[src/rtl/io_port_controller_if.sv]
// Processor I/O-port and host handshake bundle for io_port_controller.
// The drop_count member exists only when IO_PORT_DROP_COUNT_EN is defined.
interface io_port_controller_if #(
    parameter int DEPTH = 4,
    parameter int WIDTH = 16
);
    localparam int CW = $clog2(DEPTH) + 1;

    logic [WIDTH-1:0] cpu_write_out;
    logic             cpu_wr_strobe;
    logic             cpu_rd_strobe;
    logic [WIDTH-1:0] cpu_read_in;
    logic             cpu_in_valid;
    logic [WIDTH-1:0] host_out_data;
    logic             host_out_valid;
    logic             host_out_ready;
    logic [WIDTH-1:0] host_in_data;
    logic             host_in_valid;
    logic             host_in_ready;
    logic [CW-1:0]    out_count;
`ifdef IO_PORT_DROP_COUNT_EN
    logic [7:0]       drop_count;
`endif

    // master: processor core plus host; slave: the controller itself
    modport master (
`ifdef IO_PORT_DROP_COUNT_EN
        input  drop_count,
`endif
        output cpu_write_out, cpu_wr_strobe, cpu_rd_strobe,
        output host_out_ready, host_in_data, host_in_valid,
        input  cpu_read_in, cpu_in_valid, host_out_data, host_out_valid,
        input  host_in_ready, out_count
    );

    modport slave (
`ifdef IO_PORT_DROP_COUNT_EN
        output drop_count,
`endif
        input  cpu_write_out, cpu_wr_strobe, cpu_rd_strobe,
        input  host_out_ready, host_in_data, host_in_valid,
        output cpu_read_in, cpu_in_valid, host_out_data, host_out_valid,
        output host_in_ready, out_count
    );
endinterface

[src/rtl/io_port_controller.sv]
// Processor I/O-port endpoint: outbound FIFO toward the host, single-entry inbound holding register.
// Optional saturating drop counter enabled by IO_PORT_DROP_COUNT_EN.
module io_port_controller #(
    parameter int DEPTH = 4,
    parameter int WIDTH = 16
) (
    input logic                 clock,
    input logic                 rst,
    io_port_controller_if.slave bus
);
    localparam int AW = $clog2(DEPTH);
    localparam int CW = AW + 1;

    // ---------------- outbound FIFO ----------------
    logic [DEPTH-1:0][WIDTH-1:0] mem;
    logic [AW-1:0]               wr_ptr, rd_ptr;
    logic [CW-1:0]               count;
    logic                        full, pop, push;

    assign full = (count == CW'(DEPTH));
    assign pop  = (count != '0) && bus.host_out_ready;
    // a pop frees the head slot this cycle, so a full FIFO still takes the push
    assign push = bus.cpu_wr_strobe && (!full || pop);

    always_ff @(posedge clock or negedge rst) begin
        if (!rst) begin
            mem    <= '0;
            wr_ptr <= '0;
            rd_ptr <= '0;
            count  <= '0;
        end else begin
            if (push) begin
                mem[wr_ptr] <= bus.cpu_write_out;
                wr_ptr      <= wr_ptr + 1'b1;
            end
            if (pop)
                rd_ptr <= rd_ptr + 1'b1;
            if (push && !pop)
                count <= count + 1'b1;
            else if (pop && !push)
                count <= count - 1'b1;
        end
    end

    assign bus.host_out_data  = mem[rd_ptr];
    assign bus.host_out_valid = (count != '0);
    assign bus.out_count      = count;

`ifdef IO_PORT_DROP_COUNT_EN
    logic [7:0] drop_q;
    logic       drop;

    assign drop = bus.cpu_wr_strobe && full && !pop;

    always_ff @(posedge clock or negedge rst) begin
        if (!rst)
            drop_q <= '0;
        else if (drop && drop_q != 8'hFF)
            drop_q <= drop_q + 8'd1;
    end

    assign bus.drop_count = drop_q;
`endif

    // ---------------- inbound holding register ----------------
    typedef enum logic {IN_EMPTY, IN_FULL} in_state_t;

    in_state_t        state, state_nxt;
    logic             live;
    logic             load;
    logic [WIDTH-1:0] hold;

    // live keeps host_in_ready low until the first edge after reset release
    always_ff @(posedge clock or negedge rst) begin
        if (!rst) begin
            state <= IN_EMPTY;
            live  <= 1'b0;
            hold  <= '0;
        end else begin
            state <= state_nxt;
            live  <= 1'b1;
            if (load)
                hold <= bus.host_in_data;
        end
    end

    always_comb begin
        state_nxt = state;
        load      = 1'b0;
        case (state)
            IN_EMPTY: if (live && bus.host_in_valid) begin
                state_nxt = IN_FULL;
                load      = 1'b1;
            end
            IN_FULL:  if (bus.cpu_rd_strobe)
                state_nxt = IN_EMPTY;
            default:  state_nxt = IN_EMPTY;
        endcase
    end

    assign bus.host_in_ready = live && (state == IN_EMPTY);
    assign bus.cpu_in_valid  = (state == IN_FULL);
    assign bus.cpu_read_in   = hold;
endmodule

[src/flat_wrapper.sv]
// flat-port wrapper written by rule: the top's interface ports become plain ports
module io_port_controller_flat 
#(
    parameter int DEPTH = 4,
    parameter int WIDTH = 16
)
  (clock, rst, bus_cpu_write_out, bus_cpu_wr_strobe, bus_cpu_rd_strobe, bus_host_out_ready, bus_host_in_data, bus_host_in_valid, bus_cpu_read_in, bus_cpu_in_valid, bus_host_out_data, bus_host_out_valid, bus_host_in_ready, bus_out_count);
  io_port_controller_if #(.DEPTH(DEPTH), .WIDTH(WIDTH)) bus_i ();
  input logic clock;
  input logic rst;
  input wire logic [$bits(bus_i.cpu_write_out)-1:0] bus_cpu_write_out;
  input wire logic [$bits(bus_i.cpu_wr_strobe)-1:0] bus_cpu_wr_strobe;
  input wire logic [$bits(bus_i.cpu_rd_strobe)-1:0] bus_cpu_rd_strobe;
  input wire logic [$bits(bus_i.host_out_ready)-1:0] bus_host_out_ready;
  input wire logic [$bits(bus_i.host_in_data)-1:0] bus_host_in_data;
  input wire logic [$bits(bus_i.host_in_valid)-1:0] bus_host_in_valid;
  output wire logic [$bits(bus_i.cpu_read_in)-1:0] bus_cpu_read_in;
  output wire logic [$bits(bus_i.cpu_in_valid)-1:0] bus_cpu_in_valid;
  output wire logic [$bits(bus_i.host_out_data)-1:0] bus_host_out_data;
  output wire logic [$bits(bus_i.host_out_valid)-1:0] bus_host_out_valid;
  output wire logic [$bits(bus_i.host_in_ready)-1:0] bus_host_in_ready;
  output wire logic [$bits(bus_i.out_count)-1:0] bus_out_count;
  assign bus_i.cpu_write_out = bus_cpu_write_out;
  assign bus_i.cpu_wr_strobe = bus_cpu_wr_strobe;
  assign bus_i.cpu_rd_strobe = bus_cpu_rd_strobe;
  assign bus_i.host_out_ready = bus_host_out_ready;
  assign bus_i.host_in_data = bus_host_in_data;
  assign bus_i.host_in_valid = bus_host_in_valid;
  assign bus_cpu_read_in = bus_i.cpu_read_in;
  assign bus_cpu_in_valid = bus_i.cpu_in_valid;
  assign bus_host_out_data = bus_i.host_out_data;
  assign bus_host_out_valid = bus_i.host_out_valid;
  assign bus_host_in_ready = bus_i.host_in_ready;
  assign bus_out_count = bus_i.out_count;
  io_port_controller #(.DEPTH(DEPTH), .WIDTH(WIDTH)) u_core (.clock(clock), .rst(rst), .bus(bus_i));
endmodule
[config.mk]
export PLATFORM = sky130hd
export DESIGN_NAME = io_port_controller_flat
export DESIGN_NICKNAME = d
export VERILOG_FILES = /design/src/rtl/io_port_controller_if.sv /design/src/rtl/io_port_controller.sv /design/src/flat_wrapper.sv
export SDC_FILE = /design/constraint.sdc
export NUM_CORES = 1
export LEC_CHECK = 0
export BUFFER_PORTS_ARGS = -buffer_cell sky130_fd_sc_hd__buf_2
export CAP_MARGIN = 20
export CELL_PAD_IN_SITES_DETAIL_PLACEMENT = 0
export CELL_PAD_IN_SITES_GLOBAL_PLACEMENT = 2
export CORE_ASPECT_RATIO = 1.75
export CORE_MARGIN = 1
export CORE_UTILIZATION = 43
export CTS_CLUSTER_SIZE = 20
export DETAILED_ROUTE_END_ITERATION = 12
export HOLD_SLACK_MARGIN = 0.15
export PLACE_DENSITY = 0.95
export SYNTH_ARGS = -nofsm -noshare
export SYNTH_HDL_FRONTEND = slang
export SYNTH_SLANG_ARGS = --single-unit
[constraint.sdc]
create_clock -name clock -period 6.7 [get_ports clock]
set_clock_uncertainty 0.15 [all_clocks]
set_input_delay 0.67 -clock clock [delete_from_list [all_inputs] [get_ports clock]]
set_output_delay 0.67 -clock clock [all_outputs]
set_load 0.1 [all_outputs]
==> key figures <==
Global routing
  • First-pass GRT wire length: 12000 µm
  • Number of global-route vias before repair: 2367
  • Initial antenna violation count: 0
  • Pin count of the biggest net entering global routing: 76
  • All-Layer GR Usage: roughly 17%
  • Total gr overflow: 0

Route
  • Post-Route WL: 7180 µm
  • DRC viols: 0
  • Wirelength per Cell: roughly 17 µm
  • Post-DRT Antenna Nets: 0
  • Initial DRC Count: 84
  • 1st-pass router iterations: 4
  • Vias/cell: 4.99
  • Via Count: approximately 2200

Cells and area
  • Share of cells above drive strength 1: 61.2%
  • Final core utilization: 52.2%
  • Area Overhead vs Synth: 17.4%
  • Diode count: 0
  • Commonest non-fill, non-tap cell in the layout: dfrtp_1
  • Final net count: approximately 350
  • Most frequent cells in the layout: dfrtp_1, buf_2, mux2_2, mux2_4, mux4_2
  • Filler instances: 809

Critical path
  • Worst reg-to-reg setup slack: about 4.2 ns
  • Critical path capture point type: output port
  • Kind of critical path: register to output port
  • Critical Path Fanout Max: 17
  • Worst setup SP type: register
  • Critical Path RT: 5.88 ns
  • Arr. time, crit path: 2.16 ns

Placement
  • Gpl congestion: 0.736
  • DP Wirelength: 4880 µm
  • Port Buffers: 75

Floorplan
  • Die area: 9810 µm²
  • Initial Util: 44.5%
  • Core area: 9090 µm²
  • Die H: 130 µm
  • Die X-Extent: 75.3 µm
  • Row count: between 40 and 50
  • IO Pins: 76

STA
  • Worst Tran Pin Value: ~1.1 ns
  • Final setup vio count: 0
  • Final Cycle Share: 44.5%
  • Setup TNS: 0 ns
  • Fin crit period: 2.98 ns
  • RSZ-0062 raised after global routing: no
  • Final slew viol count: 0
  • Max Clk Rate: 335 MHz
  • Headroom to the max-slew limit: roughly 28%
  • Final hold violations: 0

Clocking
  • Worst-skew pair later-pin latency: 0.33 ns
  • CTS tree: yes
  • Clock Pin Slew Worst Setup and Hold Paths: ~0.060 ns
  • Number of CTS-inserted buffers: 9
  • Root Buffer: clkbuf_16
  • CTS Buffer Depth: 2
  • H-tree levels: 3
  • Post-cts sizing count: 0
  • Clk sinks: about 90

Synthesis
  • Sequential cell area fraction in the yosys report: a little under three fifths
  • Synthesized cell area: 4040 µm²
  • Syn_area_per_cell: 17.5 µm²
  • Largest area contributor in the netlist: dfrtp_1
  • Post-synthesis net count: 275
  • Yosys reg bits: 89
  • Largest cells by area after synthesis: dfrtp_1, mux2_4, mux2_2
  • Distinct cells, synth: 23
  • Share of the synthesized area in the top cell type: 55.1%
  • Cells after Synth: 231
  • Yosys warns: 0

Run status
  • Outcome: finished, final reports clean

Job
  • Max Cap Viol: 0

Worst hold path
  • Tightest Hold Check Type: register to register
worst max-delay path, stage by stage, from the launching register on:
cell and delay [ns]:
dfrtp_1 0.92, mux4_2 0.60, buf_2 0.30
synth_stat cells, drive strengths merged:
master and instances:
and3 4, ha 5, fa 1, or4b 1, inv 5, buf 11
xnor2 4, nand2 3, nor2b 1, or3 1, conb 1, nor2 1
clkbuf 2, mux4 16, dfrtp 89, xor2 2, mux2 82, o21ai 1
nand3 1
routing by layer:
layer / routed length, µm / track usage [%] / up-vias / part of all wire [%]
met4: 129 / 7.19 / 0 / 1.8
li1: - / - / 987 / -
met2: 3610 / 27.2 / 71 / 50
met5: 0 / 0 / - / 0
met1: 3100 / 21.1 / 1088 / 43
met3: 342 / 3.63 / 10 / 4.8
metrics by stage:
stage	cells	instance area [µm²]	setup WS [ns]	hold slack, ns
final	432	4740	3.72	0.351
after detailed placement	415	4460	3.94	0.339
after floorplan	231	4040	3.05	0.224
after CTS	432	4740	3.67	0.352
after global routing	432	4740	3.63	0.365
after global placement	414	4430	3.82	0.332
registers in the layout (all words and copies together) (netlist names):
signal,count
u_core.bus.cpu_in_valid,1
u_core.bus.cpu_read_in,16
u_core.bus.out_count,3
u_core.live,1
u_core.mem,64
u_core.rd_ptr,2
u_core.wr_ptr,2
cell families after synthesis:
| logic type | synth area share [%] |
|---|---|
| compound gates | 0.124 |
| xor+xnor | 1.30 |
| fa+ha+maj | 2.04 |
| buf+inv | 4.09 |
| flops | 55.1 |
| mux | 35.5 |
| other cells | 0.0928 |
| simple gates | 1.79 |
cell type report:
| cell class | instances | area [µm²] | share of cell area [%] |
|---|---|---|---|
| flip-flops and latches | 89 | 2230 | 46.9 |
| repair buffers | 78 | 423 | 8.91 |
| inverters | 5 | 18.8 | 0.396 |
| multi-input cells | 124 | 1650 | 34.8 |
| well taps | 120 | 150 | 3.16 |
| clock buffers | 13 | 260 | 5.49 |
| clock inverters | 3 | 15.0 | 0.316 |
timing repair:
item | in CTS | in global routing
hold buffers | 1 | 0
setup buffers | 0 | 0
hold endpoints to repair | 14 | 0
worst paths after layout:
check | startpoint | endpoint | cells past startpoint
setup / recovery | u_core.rd_ptr[1]$_DFFE_PN0P_ | bus_host_out_data[5] | 2
hold / removal | u_core.bus.cpu_read_in[11]$_DFFE_PN0P_ | u_core.bus.cpu_read_in[11]$_DFFE_PN0P_ | 1
setup reg to reg | u_core.bus.out_count[0]$_DFFE_PN0P_ | u_core.bus.out_count[1]$_DFFE_PN0P_ | 7
hold reg to reg | u_core.bus.cpu_read_in[11]$_DFFE_PN0P_ | u_core.bus.cpu_read_in[11]$_DFFE_PN0P_ | 1
max in group asynchronous | rst | u_core.bus.out_count[2]$_DFFE_PN0P_ | 3
min in group asynchronous | rst | u_core.mem[5]$_DFFE_PN0P_ | 2
Power is left out: the tool's default activity adds up to more than one toggle a clock period on the data nets, which glitch-free logic cannot reach.
